**src/rtl/lc3_pkg.sv**
```systemverilog
// lc3_pkg: opcodes, FSM encoding, NZP bit indices and legality decode for the operate sequencer
package lc3_pkg;
    localparam logic [3:0] OP_ADD = 4'b0001;
    localparam logic [3:0] OP_AND = 4'b0101;
    localparam logic [3:0] OP_NOT = 4'b1001;
    localparam int NZP_N = 2;
    localparam int NZP_Z = 1;
    localparam int NZP_P = 0;
    typedef enum logic [1:0] {S_IDLE, S_READ, S_EXEC, S_WB} state_t;
    function automatic logic is_legal(input logic [15:0] inst);
        return inst[15:12] == OP_ADD || inst[15:12] == OP_AND ||
               (inst[15:12] == OP_NOT && inst[5:0] == 6'h3f);
    endfunction
endpackage

```
**src/rtl/lc3_operate_ctrl_if.sv**
```systemverilog
// lc3_operate_ctrl_if: instruction handshake, register-file, ALU and status signals of the sequencer
interface lc3_operate_ctrl_if #(
    parameter int DATA_W = 16,
    parameter int RADDR_W = 3
);
    logic               in_valid;
    logic               in_ready;
    logic [15:0]        in_inst;
    logic [RADDR_W-1:0] rf_raddr1;
    logic [RADDR_W-1:0] rf_raddr2;
    logic [DATA_W-1:0]  rf_rdata1;
    logic [DATA_W-1:0]  rf_rdata2;
    logic               rf_we;
    logic [RADDR_W-1:0] rf_waddr;
    logic [DATA_W-1:0]  rf_wdata;
    logic [DATA_W-1:0]  alu_a;
    logic [DATA_W-1:0]  alu_b;
    logic [3:0]         alu_op;
    logic [DATA_W-1:0]  alu_out;
    logic [2:0]         nzp;
    logic               done;
    logic               err;
    logic               busy;
    modport master (
        input  in_valid, in_inst, rf_rdata1, rf_rdata2, alu_out,
        output in_ready, rf_raddr1, rf_raddr2, rf_we, rf_waddr, rf_wdata,
               alu_a, alu_b, alu_op, nzp, done, err, busy
    );
    modport slave (
        output in_valid, in_inst, rf_rdata1, rf_rdata2, alu_out,
        input  in_ready, rf_raddr1, rf_raddr2, rf_we, rf_waddr, rf_wdata,
               alu_a, alu_b, alu_op, nzp, done, err, busy
    );
endinterface

```
**src/rtl/lc3_sext.sv**
```systemverilog
// lc3_sext: sign-extends an IN_W-bit field to OUT_W bits
module lc3_sext #(
    parameter int IN_W = 5,
    parameter int OUT_W = 16
) (
    input  logic [IN_W-1:0]  din,
    output logic [OUT_W-1:0] dout
);
    assign dout = {{(OUT_W-IN_W){din[IN_W-1]}}, din};
endmodule

```
**src/rtl/lc3_operate_ctrl.sv**
```systemverilog
// lc3_operate_ctrl: sequences ADD/AND/NOT through read, registered ALU and write-back, owning NZP
module lc3_operate_ctrl
    import lc3_pkg::*;
#(
    parameter int DATA_W = 16,
    parameter int RADDR_W = 3,
    parameter logic [2:0] NZP_RESET = 3'b010
) (
    input logic clk,
    input logic rst,
    lc3_operate_ctrl_if.master bus
);
    state_t state, state_nx;
    logic [15:0] inst;
    logic rej;
    logic [DATA_W-1:0] imm, a_r, b_r;
    logic [2:0] nzp_r;
    lc3_sext #(.IN_W(5), .OUT_W(DATA_W)) u_sext (.din(inst[4:0]), .dout(imm));
    always_ff @(posedge clk) begin
        if (rst) begin
            state <= S_IDLE;
            inst <= '0;
            rej <= 1'b0;
            a_r <= '0;
            b_r <= '0;
            nzp_r <= NZP_RESET;
        end else begin
            state <= state_nx;
            rej <= state == S_IDLE && bus.in_valid && !is_legal(bus.in_inst);
            if (state == S_IDLE && bus.in_valid) inst <= bus.in_inst;
            if (state == S_READ) begin
                a_r <= bus.rf_rdata1;
                b_r <= inst[15:12] == OP_NOT ? '0 : inst[5] ? imm : bus.rf_rdata2;
            end
            if (state == S_WB) begin
                nzp_r[NZP_N] <= bus.alu_out[DATA_W-1];
                nzp_r[NZP_Z] <= bus.alu_out == '0;
                nzp_r[NZP_P] <= !bus.alu_out[DATA_W-1] && bus.alu_out != '0;
            end
        end
    end
    always_comb begin
        state_nx = state == S_IDLE ? (bus.in_valid && is_legal(bus.in_inst) ? S_READ : S_IDLE) :
                   state == S_READ ? S_EXEC :
                   state == S_EXEC ? S_WB : S_IDLE;
    end
    always_comb begin
        bus.in_ready = state == S_IDLE;
        bus.busy = state != S_IDLE;
        bus.rf_raddr1 = RADDR_W'(inst[8:6]);
        bus.rf_raddr2 = RADDR_W'(inst[2:0]);
        bus.rf_we = state == S_WB;
        bus.rf_waddr = RADDR_W'(inst[11:9]);
        bus.rf_wdata = state == S_WB ? bus.alu_out : '0;
        bus.alu_a = a_r;
        bus.alu_b = b_r;
        bus.alu_op = state == S_EXEC ? inst[15:12] : 4'b0000;
        bus.nzp = nzp_r;
        bus.done = state == S_WB || rej;
        bus.err = rej;
    end
endmodule

```
**src/flat_wrapper.sv**
```systemverilog
// flat-port wrapper written by rule: the top's interface ports become plain ports
module lc3_operate_ctrl_flat import lc3_pkg::*;
#(
    parameter int DATA_W = 16,
    parameter int RADDR_W = 3,
    parameter logic [2:0] NZP_RESET = 3'b010
)
  (clk, rst, bus_in_valid, bus_in_inst, bus_rf_rdata1, bus_rf_rdata2, bus_alu_out, bus_in_ready, bus_rf_raddr1, bus_rf_raddr2, bus_rf_we, bus_rf_waddr, bus_rf_wdata, bus_alu_a, bus_alu_b, bus_alu_op, bus_nzp, bus_done, bus_err, bus_busy);
  lc3_operate_ctrl_if #(.DATA_W(DATA_W), .RADDR_W(RADDR_W)) bus_i ();
  input logic clk;
  input logic rst;
  input wire logic [$bits(bus_i.in_valid)-1:0] bus_in_valid;
  input wire logic [$bits(bus_i.in_inst)-1:0] bus_in_inst;
  input wire logic [$bits(bus_i.rf_rdata1)-1:0] bus_rf_rdata1;
  input wire logic [$bits(bus_i.rf_rdata2)-1:0] bus_rf_rdata2;
  input wire logic [$bits(bus_i.alu_out)-1:0] bus_alu_out;
  output wire logic [$bits(bus_i.in_ready)-1:0] bus_in_ready;
  output wire logic [$bits(bus_i.rf_raddr1)-1:0] bus_rf_raddr1;
  output wire logic [$bits(bus_i.rf_raddr2)-1:0] bus_rf_raddr2;
  output wire logic [$bits(bus_i.rf_we)-1:0] bus_rf_we;
  output wire logic [$bits(bus_i.rf_waddr)-1:0] bus_rf_waddr;
  output wire logic [$bits(bus_i.rf_wdata)-1:0] bus_rf_wdata;
  output wire logic [$bits(bus_i.alu_a)-1:0] bus_alu_a;
  output wire logic [$bits(bus_i.alu_b)-1:0] bus_alu_b;
  output wire logic [$bits(bus_i.alu_op)-1:0] bus_alu_op;
  output wire logic [$bits(bus_i.nzp)-1:0] bus_nzp;
  output wire logic [$bits(bus_i.done)-1:0] bus_done;
  output wire logic [$bits(bus_i.err)-1:0] bus_err;
  output wire logic [$bits(bus_i.busy)-1:0] bus_busy;
  assign bus_i.in_valid = bus_in_valid;
  assign bus_i.in_inst = bus_in_inst;
  assign bus_i.rf_rdata1 = bus_rf_rdata1;
  assign bus_i.rf_rdata2 = bus_rf_rdata2;
  assign bus_i.alu_out = bus_alu_out;
  assign bus_in_ready = bus_i.in_ready;
  assign bus_rf_raddr1 = bus_i.rf_raddr1;
  assign bus_rf_raddr2 = bus_i.rf_raddr2;
  assign bus_rf_we = bus_i.rf_we;
  assign bus_rf_waddr = bus_i.rf_waddr;
  assign bus_rf_wdata = bus_i.rf_wdata;
  assign bus_alu_a = bus_i.alu_a;
  assign bus_alu_b = bus_i.alu_b;
  assign bus_alu_op = bus_i.alu_op;
  assign bus_nzp = bus_i.nzp;
  assign bus_done = bus_i.done;
  assign bus_err = bus_i.err;
  assign bus_busy = bus_i.busy;
  lc3_operate_ctrl #(.DATA_W(DATA_W), .RADDR_W(RADDR_W), .NZP_RESET(NZP_RESET)) u_core (.clk(clk), .rst(rst), .bus(bus_i));
endmodule
```
**config.mk**
```make
export PLATFORM = sky130hd
export DESIGN_NAME = lc3_operate_ctrl_flat
export DESIGN_NICKNAME = d
export VERILOG_FILES = /design/src/rtl/lc3_pkg.sv /design/src/rtl/lc3_operate_ctrl_if.sv /design/src/rtl/lc3_sext.sv /design/src/rtl/lc3_operate_ctrl.sv /design/src/flat_wrapper.sv
export SDC_FILE = /design/constraint.sdc
export NUM_CORES = 1
export LEC_CHECK = 0
export CAP_MARGIN = 20
export CORE_UTILIZATION = 38
export CTS_BUF_LIST = sky130_fd_sc_hd__clkbuf_8
export CTS_CLUSTER_DIAMETER = 100
export DETAILED_ROUTE_END_ITERATION = 10
export PLACE_DENSITY = 0.77
export SYNTH_ARGS = -nofsm -noshare
export SYNTH_HDL_FRONTEND = slang
export SYNTH_SLANG_ARGS = --single-unit
```
**constraint.sdc**
```tcl
create_clock -name clk -period 1.75 [get_ports clk]
set_input_delay 0.2625 -clock clk [delete_from_list [all_inputs] [get_ports clk]]
set_output_delay 0.2625 -clock clk [all_outputs]
set_load 0.02 [all_outputs]
```
==> impl_metrics.toml, run 1 <==
[finish]
num_antenna_cells = 0
synthToLayoutAreaGrowth_pct = 50.4
final_area_mm2 = 0.00408
drive_gt1_frac = 0.205
fill_cells = 628
final_common_cell = "clkdlybuf4s50_1"
fin_nets = 481
final_cell_mix = "clkdlybuf4s50_1 (110), dfxtp_1 (53), nand2_1 (32)"
final_util = 0.598

[synth]
synth-edff-count = 0
yosysWarnings = 0
ys_ff_latch = 54
netlist_area_mm2 = 0.00271
synth_cell_types = 39
syn-num-nets = 355
seq_area_frac_synth = 0.398
syn_inst = 283
syn_avg_cell_area_um2 = 9.59
ys_async_sr_fraction = 0
ys.flop_type = "dfxtp_1"

[timing]
worst_pin_slew_ps = 509
relSlewSlack = 0.661
fmax_ghz = 0.588
timing_max_transition_violations_final = 0
finalClockSkew_ps = 9.93
final-setup-viol-count = 0
finalWorstSetupSlack_ps = 48.4
rsz0062_at_grt = "yes"
hold_viol = 0
period_share = 0.972
post-route-min-period_ps = 1700

[floorplanning]
dieHeight_um = 86.5
start_util = 0.397
row_count = 30
coreArea_mm2 = 0.00683
io_pins = 136
die_w_um = 86.5
die_area_mm2 = 0.00748

[run_status]
status = "complete, no violations"

[routing]
drt-initial-drc-count = 50
ant_nets = 0
wl_per_cell_um = 13.1
firstDrtPassIters = 4
vias_per_cell = 4.62
dr_total_vias = 2334
routed_wl_um = 6640
drc = 0

[placement]
finalWeightedCongestion = 0.797
place_ws_ps = -67.5
dpl.hpwl_um = 5060
portBuffers = 135
placed_area_mm2 = 0.00402

[grt]
antenna_found_initial = 0
grt_overflow = 0
grt_use_total = 0.178
grt_max_degree = 31
grt_pass1_vias = 2230
grt_pass1_wl_um = 10600

[worst_setup_path]
critPathMaxFanout = 3
slowest_delay_ps = 380
endpoint_kind = "primary output"
start_kind = "flip-flop"
cp_slowest_cell = "dfxtp_1"
worst-setup-path-type = "reg2out"
cp.arrival_ps = 1440
worstPathRequired_ps = 1490
cp_cell_sequence = "buf_4, inv_1, ha_1, inv_1, dlygate4sd2_1"
crit_path_frequent_cell = "inv_1"

[cts]
clock-sinks = 54
clock_path_buffers = 2
h-tree-depth = 2
cts_buffers = 5
cts_tree = "built"
root_buffer = "clkbuf_8"
post_cts_buffers = 0
insertion_delay_ps = 300
path_clk_slew_ps = 100

[min_path]
worstHoldPathType = "in2reg"

[power_and_ir_drop]
leakagePower_nw = 1.47
powerDensity_mw_per_mm2 = 570
power_w = 0.00233
vdd_drop_max_uv = 504

[job]
cap_violations = 0
-- per-stage QoR --
stage                     hold WS, ps  std cells  TNS (ps)
final                             414        505         0
after global routing              425        505     -77.8
after CTS                         404        505         0
after detailed placement          448        498      -554
after global placement            441        498      -135
after floorplan                   398        283         0
-- registers in the layout, summed over array words and instances, names as in the netlist --
signal	cells
u_core.bus.alu_a	16
u_core.bus.alu_b	16
u_core.inst	16
u_core.bus.nzp	3
u_core.state	2
u_core.bus.err	1
-- cell families (layout without fill, tap and decap cells) --
logic type | after synthesis | after routing | share of synthesized area
multiplexers | 20 | 20 | 0.0756
buffers and inverters | 34 | 160 | 0.112
AO/OA/AOI/OAI | 51 | 51 | 0.148
AND/OR/NAND/NOR | 119 | 119 | 0.242
flip-flops | 54 | 54 | 0.398
adder cells (fa/ha/maj) | 5 | 5 | 0.0231
-- metal layers --
| layer | vias to the layer above | global-route usage | part of all wire |
|---|---|---|---|
| li1 | 1184 | - | - |
| met2 | 73 | 0.301 | 0.49 |
| met4 | 0 | 0.0485 | 0.018 |
| met1 | 1067 | 0.227 | 0.45 |
| met3 | 10 | 0.0448 | 0.047 |
| met5 | - | 0 | 0 |
-- Yosys cell counts, types with 4 or more instances --
| library cell | count | area, um2 |
|---|---|---|
| dfxtp_1 | 54 | 1080 |
| nand2_1 | 32 | 120 |
| and2_1 | 22 | 138 |
| nor2_1 | 20 | 75.1 |
| a21oi_1 | 19 | 95.1 |
| mux2i_1 | 16 | 160 |
| a21oi_2 | 15 | 131 |
| nand2b_1 | 13 | 81.3 |
| buf_4 | 10 | 75.1 |
| o211ai_2 | 10 | 125 |
| nor2b_1 | 8 | 50.1 |
| buf_6 | 6 | 67.6 |
| ha_1 | 5 | 62.6 |
| clkbuf_1 | 4 | 15.0 |
| clkbuf_8 | 4 | 55.1 |
| inv_1 | 4 | 15.0 |
| mux2_2 | 4 | 45.0 |
| nand3_2 | 4 | 40.0 |
| nor4_1 | 4 | 25.0 |
-- power breakdown --
| group | internal [W] | switching, W | total [W] |
|---|---|---|---|
| logic | 0.000233 | 0.000161 | 0.000394 |
| registers | 0.00126 | 0.0000177 | 0.00128 |
| clock network | 0.000270 | 0.000387 | 0.000657 |
-- cell type report --
type                    count  area [um2]  share of cell area
clock inverters             2        10.0             0.00245
well taps                  96         120              0.0294
repair buffers            149        1440               0.354
inverters                   4        15.0             0.00368
multi-input cells         195        1340               0.329
clock buffers               5        68.8              0.0169
flip-flops and latches     54        1080               0.265
-- worst paths after layout --
kind | cells after the start | endpoint | slack, ps | from
worst max-delay path | 5 | bus_busy | 50 | u_core.state[1]
worst min-delay path | 2 | u_core.bus.alu_a[7] | 410 | rst
worst max register to register | 8 | u_core.inst[13] | 200 | u_core.state[1]
worst min register to register | 2 | u_core.inst[4] | 460 | u_core.inst[4]
-- worst max-delay path: cells and delay by family, from the launching register on --
kind / cells / cell delay [ps]
adders and majority gates: 1 / 200
buffers and inverters: 4 / 580
DFF: 1 / 380
-- what timing repair did --
item | in CTS | in global routing
resized for setup | 48 | 12
hold buffers | 0 | 0
setup endpoints to repair | 24 | 16
gates cloned | 0 | 0
(Power assumes the default switching activity.)
==> run 2, diff against run 1 <==
- GPL_TIMING_DRIVEN: default -> 0
==> impl_metrics.toml, run 2 (synthesis gave the netlist of run 1 again) <==
[placement]
dpl.hpwl_um = 5370
place_ws_ps = -374
portBuffers = 134
placed_cells = 513
finalWeightedCongestion = 0.812
placed_area_mm2 = 0.00418

[grt]
grt_overflow = 0
grt_pass1_vias = 2365
grt_max_degree = 16
grt_pass1_wl_um = 11400
antenna_found_initial = 0
grt_use_total = 0.195

[floorplanning]
row_count = 30
io_pins = 136
start_util = 0.397
die_w_um = 86.5
coreArea_mm2 = 0.00683
dieHeight_um = 86.5
die_area_mm2 = 0.00748

[timing]
finalWorstSetupSlack_ps = 61.3
fmax_ghz = 0.592
hold_viol = 0
relSlewSlack = 0.659
rsz0062_at_grt = "yes"
finalClockSkew_ps = 3.09
tns_ps = 0
post-route-min-period_ps = 1690
worst_pin_slew_ps = 511
timing_max_transition_violations_final = 0
period_share = 0.965
final-setup-viol-count = 0

[finish]
num_antenna_cells = 0
synthToLayoutAreaGrowth_pct = 55.7
final_common_cell = "clkdlybuf4s50_1"
fin_cells = 523
fill_cells = 633
final_cell_mix = "clkdlybuf4s50_1 (110), dfxtp_1 (52), nand2_1 (32)"
drive_gt1_frac = 0.239
final_area_mm2 = 0.00423
fin_nets = 498

[worst_setup_path]
critPathMaxFanout = 10
worstPathRequired_ps = 1490
r2r-start = "u_core.state[0]"
worst-setup-path-type = "reg2out"
endpoint_kind = "primary output"
r2r_slack_ps = 340
crit_path_end = "bus_done"
startpoint = "u_core.state[0]"
reg2reg_to = "u_core.bus.alu_a[14]"
cp.arrival_ps = 1430
rr_worst_depth = 6
start_kind = "flip-flop"

[cts]
cts_tree = "built"
cts_buffers = 5
h-tree-depth = 2
insertion_delay_ps = 300
root_buffer = "clkbuf_8"
clock-sinks = 54
clock_path_buffers = 2
path_clk_slew_ps = 90

[routing]
drc = 0
drt-initial-drc-count = 69
routed_wl_um = 6950
dr_total_vias = 2375
vias_per_cell = 4.54
firstDrtPassIters = 4
wl_per_cell_um = 13.3
ant_nets = 0

[power_and_ir_drop]
leakagePower_nw = 1.59
power_w = 0.00242
vdd_drop_max_uv = 410
powerDensity_mw_per_mm2 = 572

[min_path]
min-delay-start = "rst"
worstHoldPathType = "in2reg"

[run_status]
status = "complete, no violations"

[job]
cap_violations = 0
[run 2: metrics by stage]
step                      utilization  hold slack, ps
after detailed placement        0.611             448
after CTS                       0.620             303
after global placement          0.611             443
after floorplan                     -             398
final                           0.619             311
after global routing            0.619             320
[run 2: critical path, stage by stage (launching register included)]
cell,delay [ps]
dfxtp_2,340
ha_2,200
buf_8,140
or2_2,290
buf_4,160
[run 2: worst min-delay path by stage]
stage	depth (start not counted)	end
after CTS	3	u_core.bus.err
after global routing	3	u_core.bus.err
final	3	u_core.bus.err
after detailed placement	2	u_core.inst[4]
after global placement	2	u_core.inst[10]
after floorplan	2	u_core.inst[3]
[run 2: area by class of cell]
class / instances / area [um2] / area share
Clock inverter: 2 / 8.76 / 0.00207
Inverter: 4 / 15.0 / 0.00355
Sequential cell: 54 / 1080 / 0.256
Clock buffer: 6 / 82.6 / 0.0195
Timing Repair Buffer: 136 / 1280 / 0.302
Multi-Input combinational cell: 195 / 1330 / 0.315
Tap cell: 96 / 120 / 0.0284
Buffer: 30 / 310 / 0.0734
[run 2: repair_timing]
action / CTS / global route
hold endpoints to repair: 0 / 0
hold buffers: 0 / 0
buffers inserted: 1 / 1
gates resized for setup: 68 / 26
endpoints found under the setup margin: 24 / 20
[run 2: power breakdown]
group	internal [W]	switching [W]	leakage (nW)
logic	0.000255	0.000168	1.10
clock network	0.000315	0.000404	0.0524
registers	0.00126	0.0000175	0.440
[run 2: per-layer routing]
layer	track usage	wire, um	part of all wire	vias to the layer above
met5	0	0	0	-
met4	0.0636	85	0.012	0
met3	0.0476	381	0.055	10
met2	0.320	3360	0.48	69
met1	0.252	3130	0.45	1079
li1	-	-	-	1217
==> run 3, diff against run 2 <==
- ABC_AREA: default -> 0
- HOLD_SLACK_MARGIN: default -> 0.12
==> results of run 3 <==
The final DEF is identical to that of run 2; final timing and power are the same.
